File: config.mk
export PLATFORM = sky130hd
export DESIGN_NAME = proc_control_flat
export DESIGN_NICKNAME = d
export VERILOG_FILES = /design/src/rtl/proc_pkg.sv /design/src/rtl/proc_control_if.sv /design/src/rtl/proc_control_dec3to8.sv /design/src/rtl/proc_control.sv /design/src/flat_wrapper.sv
export SDC_FILE = /design/constraint.sdc
export NUM_CORES = 1
export LEC_CHECK = 0
export BUFFER_PORTS_ARGS = -buffer_cell sky130_fd_sc_hd__buf_4
export CAP_MARGIN = 15
export CELL_PAD_IN_SITES_DETAIL_PLACEMENT = 0
export CELL_PAD_IN_SITES_GLOBAL_PLACEMENT = 2
export CORE_MARGIN = 4
export CORE_UTILIZATION = 23
export CTS_CLUSTER_DIAMETER = 150
export DETAILED_ROUTE_END_ITERATION = 10
export PLACE_DENSITY_LB_ADDON = 0.3
export SLEW_MARGIN = 40
export SYNTH_ARGS = -nofsm -noshare
export SYNTH_HDL_FRONTEND = slang
export SYNTH_SLANG_ARGS = --single-unit
File: constraint.sdc
create_clock -name clk -period 2.85 [get_ports clk]
set_clock_uncertainty 0.15 [all_clocks]
set_input_delay 0.1425 -clock clk [delete_from_list [all_inputs] [get_ports clk]]
set_output_delay 0.1425 -clock clk [all_outputs]
set_load 0.01 [all_outputs]
File: src/rtl/proc_pkg.sv
// Shared constants and types for the proc_control multi-cycle control unit.
// Holds the opcode map, bus select codes, instruction field positions and FSM states.
package proc_pkg;

  localparam int NUM_REGS = 8;
  localparam int SEL_W    = 4;
  localparam int IR_W     = 9;

  // Instruction layout: opcode [8:6], X [5:3], Y [2:0]
  localparam int OP_HI = 8;
  localparam int OP_LO = 6;
  localparam int X_HI  = 5;
  localparam int X_LO  = 3;
  localparam int Y_HI  = 2;
  localparam int Y_LO  = 0;

  localparam logic [2:0] OP_MV  = 3'b000;
  localparam logic [2:0] OP_MVI = 3'b001;
  localparam logic [2:0] OP_ADD = 3'b010;
  localparam logic [2:0] OP_SUB = 3'b011;

  localparam logic [SEL_W-1:0] SEL_DIN = 4'h8;
  localparam logic [SEL_W-1:0] SEL_G   = 4'h9;

  typedef enum logic [1:0] {
    T0 = 2'd0,
    T1 = 2'd1,
    T2 = 2'd2,
    T3 = 2'd3
  } state_t;

endpackage

File: src/rtl/proc_control_if.sv
// Control-unit port bundle: run/instruction in, datapath control and trace out.
// The master side is the control unit; the slave side is the datapath/environment.
interface proc_control_if #(
  parameter int NUM_REGS = 8,
  parameter int SEL_W    = 4,
  parameter int IR_W     = 9
);
  // Handshake: run is a request seen only while idle (T0); the unit answers with a
  // single-cycle done pulse when that instruction retires, and busy covers T1-T3.
  logic                run;
  logic [IR_W-1:0]     instr_in;
  logic [SEL_W-1:0]    sel;
  logic [NUM_REGS-1:0] r_in;
  logic                a_in;
  logic                g_in;
  logic                add_sub;
  logic                done;
  logic                illegal;
  logic                busy;
  logic [IR_W-1:0]     ir;
  logic [1:0]          state;

  modport master (
    input  run, instr_in,
    output sel, r_in, a_in, g_in, add_sub, done, illegal, busy, ir, state
  );

  modport slave (
    output run, instr_in,
    input  sel, r_in, a_in, g_in, add_sub, done, illegal, busy, ir, state
  );
endinterface

File: src/rtl/proc_control_dec3to8.sv
// 3-to-8 one-hot decoder with enable, turning the X field into a register load enable.
module dec3to8 (
  input  logic [2:0] idx,
  input  logic       en,
  output logic [7:0] onehot
);
  always_comb begin
    onehot = 8'h00;
    if (en) onehot[idx] = 1'b1;
  end
endmodule

File: src/rtl/proc_control.sv
// Multi-cycle control unit: fetches a 9-bit instruction and sequences bus select,
// register/accumulator/G enables and add/sub over T1-T3; outputs decode (state, ir).
module proc_control
  import proc_pkg::*;
(
  input  logic           clk,
  input  logic           rst,
  proc_control_if.master bus
);

  state_t          state_q, state_d;
  logic [IR_W-1:0] ir_q;
  logic [2:0]      op_f, x_f, y_f;
  logic            dec_en;
  logic [7:0]      dec_onehot;

  assign op_f = ir_q[OP_HI:OP_LO];
  assign x_f  = ir_q[X_HI:X_LO];
  assign y_f  = ir_q[Y_HI:Y_LO];

  always_ff @(posedge clk or posedge rst) begin
    if (rst) begin
      state_q <= T0;
      ir_q    <= '0;
    end else begin
      state_q <= state_d;
      if (state_q == T0 && bus.run) ir_q <= bus.instr_in;
    end
  end

  always_comb begin
    state_d     = state_q;
    bus.sel     = '0;
    dec_en      = 1'b0;
    bus.a_in    = 1'b0;
    bus.g_in    = 1'b0;
    bus.add_sub = 1'b0;
    bus.done    = 1'b0;
    bus.illegal = 1'b0;
    bus.busy    = 1'b0;
    case (state_q)
      T0: begin
        if (bus.run) state_d = T1;
      end
      T1: begin
        bus.busy = 1'b1;
        case (op_f)
          OP_MV: begin
            bus.sel  = SEL_W'(y_f);
            dec_en   = 1'b1;
            bus.done = 1'b1;
            state_d  = T0;
          end
          OP_MVI: begin
            bus.sel  = SEL_DIN;
            dec_en   = 1'b1;
            bus.done = 1'b1;
            state_d  = T0;
          end
          OP_ADD, OP_SUB: begin
            bus.sel  = SEL_W'(x_f);
            bus.a_in = 1'b1;
            state_d  = T2;
          end
          default: begin
            bus.done    = 1'b1;
            bus.illegal = 1'b1;
            state_d     = T0;
          end
        endcase
      end
      T2: begin
        bus.busy    = 1'b1;
        bus.sel     = SEL_W'(y_f);
        bus.g_in    = 1'b1;
        bus.add_sub = ir_q[OP_LO];
        state_d     = T3;
      end
      T3: begin
        bus.busy = 1'b1;
        bus.sel  = SEL_G;
        dec_en   = 1'b1;
        bus.done = 1'b1;
        state_d  = T0;
      end
      default: state_d = T0;
    endcase
  end

  dec3to8 u_dec (
    .idx    (x_f),
    .en     (dec_en),
    .onehot (dec_onehot)
  );

  assign bus.r_in  = dec_onehot;
  assign bus.ir    = ir_q;
  assign bus.state = state_q;

endmodule

File: src/flat_wrapper.sv
// flat-port wrapper written by rule: the top's interface ports become plain ports
module proc_control_flat import proc_pkg::*;
  (clk, rst, bus_run, bus_instr_in, bus_sel, bus_r_in, bus_a_in, bus_g_in, bus_add_sub, bus_done, bus_illegal, bus_busy, bus_ir, bus_state);
  proc_control_if #(.NUM_REGS(8), .SEL_W(4), .IR_W(9)) bus_i ();
  input  logic clk;
  input  logic rst;
  input wire logic [$bits(bus_i.run)-1:0] bus_run;
  input wire logic [$bits(bus_i.instr_in)-1:0] bus_instr_in;
  output wire logic [$bits(bus_i.sel)-1:0] bus_sel;
  output wire logic [$bits(bus_i.r_in)-1:0] bus_r_in;
  output wire logic [$bits(bus_i.a_in)-1:0] bus_a_in;
  output wire logic [$bits(bus_i.g_in)-1:0] bus_g_in;
  output wire logic [$bits(bus_i.add_sub)-1:0] bus_add_sub;
  output wire logic [$bits(bus_i.done)-1:0] bus_done;
  output wire logic [$bits(bus_i.illegal)-1:0] bus_illegal;
  output wire logic [$bits(bus_i.busy)-1:0] bus_busy;
  output wire logic [$bits(bus_i.ir)-1:0] bus_ir;
  output wire logic [$bits(bus_i.state)-1:0] bus_state;
  assign bus_i.run = bus_run;
  assign bus_i.instr_in = bus_instr_in;
  assign bus_sel = bus_i.sel;
  assign bus_r_in = bus_i.r_in;
  assign bus_a_in = bus_i.a_in;
  assign bus_g_in = bus_i.g_in;
  assign bus_add_sub = bus_i.add_sub;
  assign bus_done = bus_i.done;
  assign bus_illegal = bus_i.illegal;
  assign bus_busy = bus_i.busy;
  assign bus_ir = bus_i.ir;
  assign bus_state = bus_i.state;
  proc_control u_core (.clk(clk), .rst(rst), .bus(bus_i));
endmodule
Word-level counts from Yosys, hierarchy flattened
Index checks and enable logic that the tools add are counted.
{ "totals": {"ff_bits": 11, "in_bits": 12, "output_inout_bits": 29, "elab_cells": 38} }
{ "op_classes": {"order_cmp": 2, "eq_ne": 7, "muxes": 19, "reduce_logical": 8} }
{ "op_table": {"columns": ["operator", "count"], "rows": [
  ["$pmux W4 S3", 2],
  ["$mux W1", 10],
  ["$mux W8", 1],
  ["$pmux W2 S4", 1],
  ["$eq A3 B2 Y1 const B", 2],
  ["$eq A2 B2 Y1 const B", 2],
  ["$lt A3 B4 Y1 const B", 1],
  ["$mux W2", 2],
  ["$pmux W1 S2", 2],
  ["$reduce_or A2 Y1", 2],
  ["$reduce_or A4 Y1", 1],
  ["$demux W1 S3", 1],
  ["$eq A3 B1 Y1 const B", 1],
  ["$ge A3 B1 Y1 const B", 1],
  ["$logic_not A3 Y1", 1],
  ["$reduce_or A3 Y1", 1],
  ["$eq A2 B1 Y1 const B", 1],
  ["$logic_and A1 B1 Y1", 2],
  ["$logic_not A2 Y1", 1],
  ["$ne A2 B2 Y1 const B", 1]
]} }

Depth between registers and ports, before layout
Gate-level depths: netlist (run 1).
{ "logic_depth": {"depth_word": 5, "depth_mapped": 4, "ltp_nobuf": 3} }

Modules after synthesis
Synthesis (run 1) repeated with hierarchy kept, for this count alone.
{ "hier_totals": {"hier_cells": 55, "area_unflattened_um2": 649.4} }
{ "modules_own_cells": {"columns": ["module", "instances", "cells_per_inst", "area_each_um2"], "rows": [
  ["proc_control", 1, 47, 553.0],
  ["dec3to8", 1, 8, 96.3]
]} }

Worst setup path after synthesis (run 1)
Ideal clock, no wire load.
{ "synth_timing": {"path_kind": "reg2reg", "startpoint": "register u_core.state_q[0] (netlist: u_core.bus.state[0])", "endpoint": "register u_core.ir_q[0] (netlist: u_core.bus.ir[0])", "setup_time_ps": 125, "t_arrival_ps": 1335, "setup_slack_ps": 1240, "stages_incl_launch_ff": 5, "n_path_buf": 1, "period_less_slack_ps": 1610, "cell_sequence": "dfrtp_1 > buf_4 > or2_4 > nor2_8 > mux2_2"} }
{ "synth_via": {"elab_chain_len": 2} }
{ "synth_rtl": {"columns": ["item", "line_no", "source"], "rows": [
  ["from (decl)", "proc_control.sv:11", "state_t state_q, state_d;"],
  ["from (signal assigned)", "proc_control.sv:26", "state_q <= state_d;"],
  ["$logic_not A2 Y1", "proc_control.sv:27", "if (state_q == T0 && bus.run) ir_q <= bus.instr_in;"],
  ["$logic_and A1 B1 Y1", "proc_control.sv:27", null],
  ["to (signal assigned)", "proc_control.sv:27", null],
  ["to (decl)", "proc_control.sv:12", "logic [IR_W-1:0] ir_q;"]
]} }
No other way between the ends.
A chain may end at the register's enable or synchronous reset.

==> results of run 1 <==
[cells in the mapped netlist]
cell type | count | area share, %
o21a_1 | 1 | 1.2
a22oi_1 | 1 | 1.2
dfrtp_1 | 11 | 44
o21ai_0 | 3 | 2.4
a21oi_1 | 1 | 0.80
and2_1 | 1 | 1.0
nand2_1 | 2 | 1.2
nor2b_1 | 1 | 1.0
o211ai_1 | 2 | 2.4
o41ai_1 | 1 | 1.4
nand2b_1 | 4 | 4.0
nor3_1 | 2 | 1.6
nor2_8 | 1 | 3.2
inv_1 | 5 | 3.0
buf_4 | 1 | 1.2
nand2b_4 | 1 | 2.2
or2_4 | 1 | 1.4
mux2_2 | 9 | 16
clkbuf_2 | 1 | 0.80
nor2_1 | 12 | 7.2
a22o_1 | 2 | 2.8
[power groups by stage]
stage	clock (mW)	sequential, mW	combinational (mW)
floorplan	0	0.352	0.329
global placement	0	0.366	0.614
detailed placement	0	0.368	0.615
CTS	0.112	0.365	0.628
global route	0.117	0.384	0.669
finish	0.107	0.364	0.615
[registers in the layout, indices dropped and copies added, names as in the netlist, named ones only]
register and count:
u_core.bus.ir 9, u_core.bus.state 1
[logic make-up (layout without fill, tap and decap cells)]
family          Yosys count  after routing  share of synthesized area (%)
simple gates             25             25                          22.76
buf+inv                   7             60                          4.990
mux                       9              9                          16.17
flops                    11             11                          43.91
compound gates           11             11                          12.18
[per-layer routing]
layer,wire length (um),vias to the layer above
met4,13,0
met2,868,20
met1,723,296
li1,-,323
met3,137,2
met5,0,-
[layout make-up]
type                    instances  share of cell area (%)
repair buffers                 51                   37.70
clock buffers                   4                   2.414
inverters                       5                   1.724
flip-flops and latches         11                   25.29
well taps                      30                   3.448
multi-input cells              45                   29.43
[stage by stage]
step,utilization [%],instance area (um^2),hold WS (ns),power (mW),instances
after global placement,37.41,952.2,0.01991,0.9796,131
after CTS,42.77,1089,0.2874,1.105,146
after detailed placement,37.41,952.2,0.02716,0.9827,131
final,42.77,1089,0.2817,1.086,146
after floorplan,-,626.9,-0.1551,0.6812,63
after global routing,42.77,1089,0.3369,1.170,146
[critical path, stage by stage (launching register included)]
cell and delay [ns]:
dfrtp_1 0.49, nand2b_4 0.20, o41ai_1 0.40, a22o_1 0.20, buf_4 0.11
[worst min path at each step]
stage,startpoint,endpoint,cells after the start
4_1_cts,rst,u_core.bus.ir[7],3
3_5_place_dp,rst,u_core.bus.ir[2],2
6_report,rst,u_core.bus.ir[2],3
5_1_grt,rst,u_core.bus.state[0],3
3_3_place_gp,rst,u_core.bus.ir[2],2
2_1_floorplan,rst,asynchronous set/reset pin,1
==> out/qor.txt, run 1 <==
Vias in the first global route -> 606
Sw frac -> 41.39%
Full die area -> 3625 um^2
Die Width -> 60.21 um
Max IR drop VDD -> 0.4966 mV
Final WS setup -> 0.8932 ns
Met1 Track Usage GR -> 13.12%
Syn_nets -> 75
Port Buf Inserts -> 40
Synth-to-layout area growth -> 73.65%
RR Endpoint -> u_core.bus.ir[4]
Core Box Area -> 2545 um^2
Yosys cell types -> 21
Post-synthesis sequential area ratio -> 43.91%
WP data required -> 2.56 ns
WL/cell -> 11.94 um
Aggregate routed wire length -> 1743 um
CTS tree -> built
Most common cell after layout, fill and taps aside -> buf_4
FMAX -> 511.0 MHz
Logic pwr share -> 56.6%
WS Path Type -> flip-flop to primary output
Arrival time at the worst endpoint -> 1.66 ns
CP Capture Type -> primary output
Pwr dens -> 997.4 nW/um^2
Max-cap violations -> 0
First-pass GRT wire length -> 2787 um
M2 GR Usage -> 16.05%
Area occupied by multi-input gates -> 320.3 um^2
Hold buffers post-CTS -> 11
Grt peak-use layer -> met2
Startpoint Class -> flip-flop
Worst-margin pin slew -> 0.4525 ns
Final period utilization -> 68.66%
Number of synthesis warnings -> 0
Power Internal -> 0.6364 mW
Hold Crit Class -> input port to asynchronous set/reset pin
Final Hold Vio Count -> 0
RSZ-0062 raised after global routing -> no
Synthesized area -> 626.9 um^2
Dpl ws -> 1.152 ns
Post-CTS Resized -> 0
Max H-tree Level -> 1
Final critical path time including I/O delays and setup -> 1.957 ns
Antenna Cells -> 0
DR vias/cell -> 4.390
Worst-path clk slew -> 0.07 ns
Via count -> 641
Leakage -> 0.5353 nW
Die H -> 60.21 um
Synth Register Bits -> 11
Final setup TNS -> 0 ns
Final Max Slew Viols -> 0
Maximum buffer depth of the clock tree -> 2
Layout cells sized above 1 -> 47.41%
Pre-Repair DR Iteration Count -> 4
Worst reg2reg setup slack -> 1.20 ns
Part of the power in registers -> 33.5%
Pin count of the biggest net entering global routing -> 12
Setup violators final -> 0
Initial core utilization -> 24.63%
Crit-path max FO -> 10
# IOs -> 41
Clock Tree Root -> clkbuf_4
Outcome -> complete, no violations
Sw Pwr -> 0.4493 mW
Worst Setup EP -> bus_sel[1]
Final net count -> 129
Initial antenna violation count -> 0
Register area -> 275.3 um^2
Total gr overflow -> 0
Post-DRT Antenna Nets -> 0
Final GP Congestion -> 0.6597
R2R Path Start -> u_core.bus.state[0]
FF-to-FF path depth -> 3
Row count -> 18
Hpwl dp -> 1356 um
Syn Area/Cell -> 9.950 um^2
First DRT Iteration DRCs -> 5
Commonest cells after routing, fill and taps aside -> 40 x buf_4, 12 x nor2_1, 11 x dfrtp_1, 11 x dlygate4sd3_1, 9 x mux2_2
Worst relative slew slack -> 69.44%
Clock power frac -> 9.8%
Post-Syn Instances -> 63
Global-route usage over all layers -> 10.35%
Residual DRC -> 0
Postcts setup bufs -> 0
Fillers -> 264
Number of CTS-inserted buffers -> 3
Met3 GRT Util -> 3.024%
Clk_lat worst skew -> 0.26 ns
# clock sinks -> 11
(Power assumes the default switching activity.)
==> run 2: changes to the inputs <==
--- a/config.mk
+++ b/config.mk
@@ -10,7 +10,7 @@
 export CELL_PAD_IN_SITES_DETAIL_PLACEMENT = 0
 export CELL_PAD_IN_SITES_GLOBAL_PLACEMENT = 2
 export CORE_MARGIN = 4
-export CORE_UTILIZATION = 23
+export CORE_UTILIZATION = 22
 export CTS_CLUSTER_DIAMETER = 150
 export DETAILED_ROUTE_END_ITERATION = 10
 export PLACE_DENSITY_LB_ADDON = 0.3
==> constraint.sdc (replaced) <==
create_clock -name clk -period 2 [get_ports clk]
set_clock_uncertainty 0.15 [all_clocks]
set_input_delay 0.1 -clock clk [delete_from_list [all_inputs] [get_ports clk]]
set_output_delay 0.1 -clock clk [all_outputs]
set_load 0.01 [all_outputs]
==> run 2 against run 1 <==
  * Total power rose by 43%
  * Worst hold slack got worse by 0.039 ns
  * Combinational power rose by 43%
  * Clock-buffer cell count did not move
  * Sequential share of layout area fell by 0.20 points
  * Critical path depth did not move
  * Register-to-register slack got worse by 0.84 ns
  * Clock power rose by 39%
  * Worst setup slack got worse by 0.65 ns
==> out/qor.txt, run 2 (same netlist as run 1, synthesis figures left out) <==
Final critical path time including I/O delays and setup -> 1.758 ns
CP Capture Type -> primary output (unchanged)
# clock sinks -> 11 (unchanged)
First DRT Iteration DRCs -> 11 (was 5)
Final WS setup -> 0.2421 ns (was 0.8932 ns)
Final Util -> 40.14% (was 42.77%)
DR vias/cell -> 4.449 (was 4.390)
M2 GR Usage -> 16.92% (was 16.05%)
Maximum buffer depth of the clock tree -> 2 (unchanged)
Number of CTS-inserted buffers -> 3 (unchanged)
WP data required -> 1.75 ns (was 2.56 ns)
Met1 Track Usage GR -> 12.05% (was 13.12%)
Die H -> 61.38 um (was 60.21 um)
Slowest CP cell -> dfrtp_1 (unchanged)
Port Buf Inserts -> 40 (unchanged)
Post-Layout Cell Count -> 147 (was 146)
Pwr dens -> 1414 nW/um^2 (was 997.4 nW/um^2)
Max-cap violations -> 0 (unchanged)
Max IR drop VDD -> 0.5752 mV (was 0.4966 mV)
Hpwl dp -> 1376 um (was 1356 um)
Post-DRT Antenna Nets -> 0 (unchanged)
Dpl ws -> 0.3641 ns (was 1.152 ns)
Power Internal -> 0.9110 mW (was 0.6364 mW)
Final setup TNS -> 0 ns (unchanged)
WP buf/inv -> 1 (unchanged)
Final period utilization -> 87.89%
First-pass GRT wire length -> 2794 um (was 2787 um)
Commonest cells after routing, fill and taps aside -> 40 x buf_4, 12 x nor2_1, 11 x dfrtp_1, 11 x dlygate4sd3_1, 9 x mux2_2 (unchanged)
Final Hold Vio Count -> 0 (unchanged)
WL/cell -> 11.99 um (was 11.94 um)
Hold Crit Class -> input port to asynchronous set/reset pin (unchanged)
Post-DP Area -> 953.4 um^2 (was 952.2 um^2)
Row count -> 19 (was 18)
R2R Path Start -> u_core.bus.state[0] (unchanged)
Final net count -> 129 (unchanged)
Leakage -> 0.5406 nW (was 0.5353 nW)
Residual DRC -> 0 (unchanged)
Final Max Slew Viols -> 0 (unchanged)
Initial antenna violation count -> 0 (unchanged)
Layout cells sized above 1 -> 48.28% (was 47.41%)
Initial core utilization -> 22.93% (was 24.63%)
Placed cells -> 132 (was 131)
Pin count of the biggest net entering global routing -> 12 (unchanged)
Synth-to-layout area growth -> 75.05% (was 73.65%)
Max H-tree Level -> 1 (unchanged)
RSZ-0062 raised after global routing -> no (unchanged)
# IOs -> 41 (unchanged)
WS Path Type -> flip-flop to primary output (unchanged)
Crit-path max FO -> 10 (unchanged)
Total power draw -> 1.552 mW (was 1.086 mW)
Grt peak-use layer -> met2 (unchanged)
Final Cell Area -> 1097 um^2 (was 1089 um^2)
Clock Tree Root -> clkbuf_4 (unchanged)
Full die area -> 3768 um^2 (was 3625 um^2)
Total gr overflow -> 0 (unchanged)
FMAX -> 568.9 MHz
Startpoint Class -> flip-flop (unchanged)
Met3 GRT Util -> 2.516% (was 3.024%)
Clk_lat worst skew -> 0.26 ns (about the same)
Core Box Area -> 2734 um^2 (was 2545 um^2)
Aggregate routed wire length -> 1763 um (was 1743 um)
Sw Pwr -> 0.6408 mW (was 0.4493 mW)
Most common cell after layout, fill and taps aside -> buf_4 (unchanged)
Pre-Repair DR Iteration Count -> 6 (was 4)
Part of the power in registers -> 33.6% (was 33.5%)
Arrival time at the worst endpoint -> 1.51 ns (was 1.66 ns)
Worst relative slew slack -> 70.56% (was 69.44%)
Final GP Congestion -> 0.7482 (was 0.6597)
Hold Slack -> 0.2426 ns (was 0.2817 ns)
Via count -> 654 (was 641)
Cell family with most CP delay -> flip-flops (was compound AO/OA/AOI/OAI gates)
Worst-path clk slew -> 0.07 ns (about the same)
Vias in the first global route -> 602 (was 606)
Outcome -> complete, no violations (unchanged)
Largest register FFs -> 9 (unchanged)
Postcts setup bufs -> 0 (unchanged)
Sw frac -> 41.29% (was 41.39%)
Clock power frac -> 9.6% (was 9.8%)
Logic pwr share -> 56.8% (was 56.6%)
Cell breakdown of the critical path -> nand2b_4 -> o41ai_2 -> a22o_1 -> buf_4 (was nand2b_4 -> o41ai_1 -> a22o_1 -> buf_4)
CTS tree -> built (unchanged)
Max incr delay on CP -> 0.49 ns (about the same)
Antenna Cells -> 0 (unchanged)
Global-route usage over all layers -> 10.18% (was 10.35%)
Die Width -> 61.38 um (was 60.21 um)
Worst-margin pin slew -> 0.4411 ns (was 0.4525 ns)
Setup violators final -> 0 (unchanged)
[run 2: cell counts in the layout (fill, tap and decap cells not counted)]
No cell type changed its count.
[run 2: power groups by stage]
stage | clock [mW] | sequential (mW) | combinational, mW
2_1_floorplan | 0 | 0.501 | 0.469
3_3_place_gp | 0 | 0.521 | 0.874
3_5_place_dp | 0 | 0.526 | 0.875
4_1_cts | 0.162 | 0.522 | 0.894
5_1_grt | 0.170 | 0.555 | 0.970
6_report | 0.149 | 0.522 | 0.881
[run 2: cell type report]
type / instances / area (um^2)
Fill cell: 294 / 1637
Timing Repair Buffer: 51 / 410.4
Multi-Input combinational cell: 45 / 327.8
Sequential cell: 11 / 275.3
Tap cell: 31 / 38.79
Clock buffer: 4 / 26.28
Inverter: 5 / 18.77
[run 2: final timing paths]
| check | endpoint | slack (ns) | depth (start not counted) |
|---|---|---|---|
| min in group clk | u_core.bus.ir[2] | 0.39 | 1 |
| hold reg to reg | u_core.bus.ir[2] | 0.39 | 1 |
| max in group asynchronous | u_core.bus.ir[5] | 1.15 | 3 |
| setup / recovery | bus_sel[2] | 0.24 | 4 |
| hold / removal | u_core.bus.ir[6] | 0.24 | 3 |
| setup reg to reg | u_core.bus.ir[4] | 0.36 | 3 |
[run 2: worst register-to-register path, stage by stage (launching register included)]
cell and delay (ns):
dfrtp_1 0.51, or2_4 0.33, nor2_8 0.17, mux2_2 0.36
[run 2: repair_timing]
item | in CTS | in global routing
hold endpoints to repair | 21 | 0
resized for setup | 0 | 1
endpoints found under the setup margin | 0 | 2
hold buffers | 11 | 0
[run 2: metal layers]
| layer | vias to the layer above | share of wire (%) |
|---|---|---|
| met5 | - | 0 |
| met4 | 0 | 1.5 |
| met3 | 2 | 6.5 |
| met2 | 16 | 52 |
| met1 | 311 | 40 |
| li1 | 325 | - |
==> run 3: changes to the inputs <==
--- a/config.mk
+++ b/config.mk
@@ -10,7 +10,7 @@
 export CELL_PAD_IN_SITES_DETAIL_PLACEMENT = 0
 export CELL_PAD_IN_SITES_GLOBAL_PLACEMENT = 2
 export CORE_MARGIN = 4
-export CORE_UTILIZATION = 22
+export CORE_UTILIZATION = 19
 export CTS_CLUSTER_DIAMETER = 150
 export DETAILED_ROUTE_END_ITERATION = 10
 export PLACE_DENSITY_LB_ADDON = 0.3
==> constraint.sdc (replaced) <==
create_clock -name clk -period 1.5 [get_ports clk]
set_clock_uncertainty 0.15 [all_clocks]
set_input_delay 0.225 -clock clk [delete_from_list [all_inputs] [get_ports clk]]
set_output_delay 0.225 -clock clk [all_outputs]
set_load 0.01 [all_outputs]
==> run 3 against run 2 <==
  * The run now ends with setup timing left
  * Worst setup slack worse by 0.51 ns
  * First-iteration DRC count fell by 18%
  * Clock power is 29% higher
  * Die area is 14% higher
  * Utilization up 0.79 points
  * Critical path depth is the same
  * Sequential power increased by 32%
  * Worst hold slack got worse by 0.20 ns
  * Critical endpoint unchanged
  * Flip-flop and latch count did not move
==> out/qor.txt, run 3 (same netlist as run 1, synthesis figures left out) <==
Max H-tree Level -> 1 (unchanged)
Final GP Congestion -> 0.8009 (was 0.7482)
Part of the power in registers -> 25.0% (was 33.6%)
Largest register FFs -> 9 (unchanged)
Setup violators final -> 26 (was 0)
Most common cell after layout, fill and taps aside -> buf_4 (unchanged)
Initial core utilization -> 20.20% (was 22.93%)
Global-route usage over all layers -> 10.05% (was 10.18%)
Antenna Cells -> 0 (unchanged)
Worst-path clk slew -> 0.07 ns (about the same)
Commonest cells after routing, fill and taps aside -> 45 x buf_4, 9 x mux2_4, 9 x buf_6 (was 40 x buf_4, 12 x nor2_1, 11 x dfrtp_1, 11 x dlygate4sd3_1, 9 x mux2_2)
Number of CTS-inserted buffers -> 3 (unchanged)
Max IR drop VDD -> 0.4951 mV (was 0.5752 mV)
Die H -> 65.44 um (was 61.38 um)
Final WS setup -> -0.2669 ns (was 0.2421 ns)
Power Internal -> 1.649 mW (was 0.9110 mW)
WL/cell -> 12.87 um (was 11.99 um)
WS Path Type -> flip-flop to primary output (unchanged)
Pwr dens -> 2179 nW/um^2 (was 1414 nW/um^2)
Max-cap violations -> 0 (unchanged)
Worst-margin pin slew -> 0.4136 ns (was 0.4411 ns)
Clk_lat worst skew -> 0.26 ns (about the same)
Row count -> 20 (was 19)
Failing checks -> setup timing
First-pass GRT wire length -> 3236 um (was 2794 um)
DR vias/cell -> 4.042 (was 4.449)
CP Capture Type -> primary output (unchanged)
Final critical path time including I/O delays and setup -> 1.767 ns
Maximum buffer depth of the clock tree -> 2 (unchanged)
Total gr overflow -> 0 (unchanged)
Hpwl dp -> 1573 um (was 1376 um)
Die Width -> 65.44 um (was 61.38 um)
Post-DRT Antenna Nets -> 0 (unchanged)
Residual DRC -> 0 (unchanged)
Outcome -> complete, but fails checks (was complete, no violations)
Pre-Repair DR Iteration Count -> 4 (was 6)
Final Hold Vio Count -> 0 (unchanged)
Final net count -> 134 (was 129)
Hold Crit Class -> input port to flip-flop (was input port to asynchronous set/reset pin)
Hold Slack -> 0.04617 ns (was 0.2426 ns)
Initial antenna violation count -> 0 (unchanged)
Core Box Area -> 3103 um^2 (was 2734 um^2)
# clock sinks -> 11 (unchanged)
Clock power frac -> 7.0% (was 9.6%)
Full die area -> 4282 um^2 (was 3768 um^2)
Final period utilization -> 117.8%
Crit-path max FO -> 4 (was 10)
CTS tree -> built (unchanged)
Dpl ws -> -0.05085 ns (was 0.3641 ns)
Leakage -> 0.6344 nW (was 0.5406 nW)
# IOs -> 41 (unchanged)
Arrival time at the worst endpoint -> 1.39 ns (was 1.51 ns)
Startpoint Class -> flip-flop (unchanged)
Sw frac -> 40.40% (was 41.29%)
Via count -> 667 (was 654)
Final Max Slew Viols -> 0 (unchanged)
RSZ-0062 raised after global routing -> yes (was no)
Vias in the first global route -> 666 (was 602)
Worst relative slew slack -> 72.40% (was 70.56%)
Clock Tree Root -> clkbuf_4 (unchanged)
Sw Pwr -> 1.118 mW (was 0.6408 mW)
Pin count of the biggest net entering global routing -> 12 (unchanged)
First DRT Iteration DRCs -> 9 (was 11)
Logic pwr share -> 68.1% (was 56.8%)
FMAX -> 566.0 MHz
Port Buf Inserts -> 40 (unchanged)
Synth-to-layout area growth -> 102.6% (was 75.05%)
WP data required -> 1.12 ns (was 1.75 ns)
Layout cells sized above 1 -> 69.42% (was 48.28%)
Aggregate routed wire length -> 2124 um (was 1763 um)
-- run 3: worst max-delay path, stage by stage, from the launching register on --
cell      delay [ns]
dfrtp_1         0.42
nand2b_4        0.17
o41ai_4         0.24
a22o_1          0.18
buf_4           0.12
-- run 3: final cells by class --
cell class	count	area, um^2
Clock buffer	4	26.28
Fill cell	321	1833
Inverter	5	18.77
Multi-Input combinational cell	46	441.7
Sequential cell	11	279.0
Tap cell	44	55.05
Timing Repair Buffer	55	449.2
-- run 3: what timing repair did --
action                                 4_1_cts  5_1_grt
cloned                                       1        0
resized for setup                           28       10
setup endpoints to repair                   27       27
pin swaps                                   12        7
endpoints found under the hold margin       11        0
hold buffers                                 1        0
buffers inserted                             1        2
-- run 3: stage by stage --
stage / instance area [um^2] / utilization (%) / total power, mW / cells / TNS, ns
finish: 1270 / 40.93 / 2.767 / 165 / -4.461
global route: 1270 / 40.93 / 2.954 / 165 / -5.883
CTS: 1234 / 39.76 / 2.684 / 164 / -3.963
global placement: 1070 / 34.48 / 2.108 / 157 / -0.06015
detailed placement: 1070 / 34.48 / 2.116 / 157 / -0.4181
floorplan: 649.4 / - / 1.346 / 63 / -0.8415
-- run 3: path summary, 6_finish.rpt --
check	from	end	slack, ns	depth (start not counted)
worst max-delay path	flip-flop	bus_sel[2]	-0.27	4
worst min-delay path	bus_instr_in[0]	u_core.bus.ir[0]	0.05	2
worst max register to register	flip-flop	u_core.bus.ir[2]	-0.12	4
worst min register to register	u_core.bus.ir[1]	u_core.bus.ir[1]	0.40	1
max in group asynchronous	rst	u_core.bus.ir[7]	0.52	3
min in group asynchronous	rst	asynchronous set/reset pin	0.36	3
-- run 3: power groups by stage --
stage	combinational (mW)	sequential [mW]	clock [mW]
5_1_grt	2.01	0.727	0.219
2_1_floorplan	0.667	0.679	0
6_report	1.88	0.691	0.192
4_1_cts	1.80	0.685	0.202
3_5_place_dp	1.48	0.640	0
3_3_place_gp	1.47	0.636	0
-- run 3: per-layer routing --
metal	global-route usage, %	part of all wire [%]	vias up
met3	2.222	5.4	2
li1	-	-	335
met2	17.95	54	18
met1	10.94	39	312
met5	0	0	-
met4	5.440	1.9	0
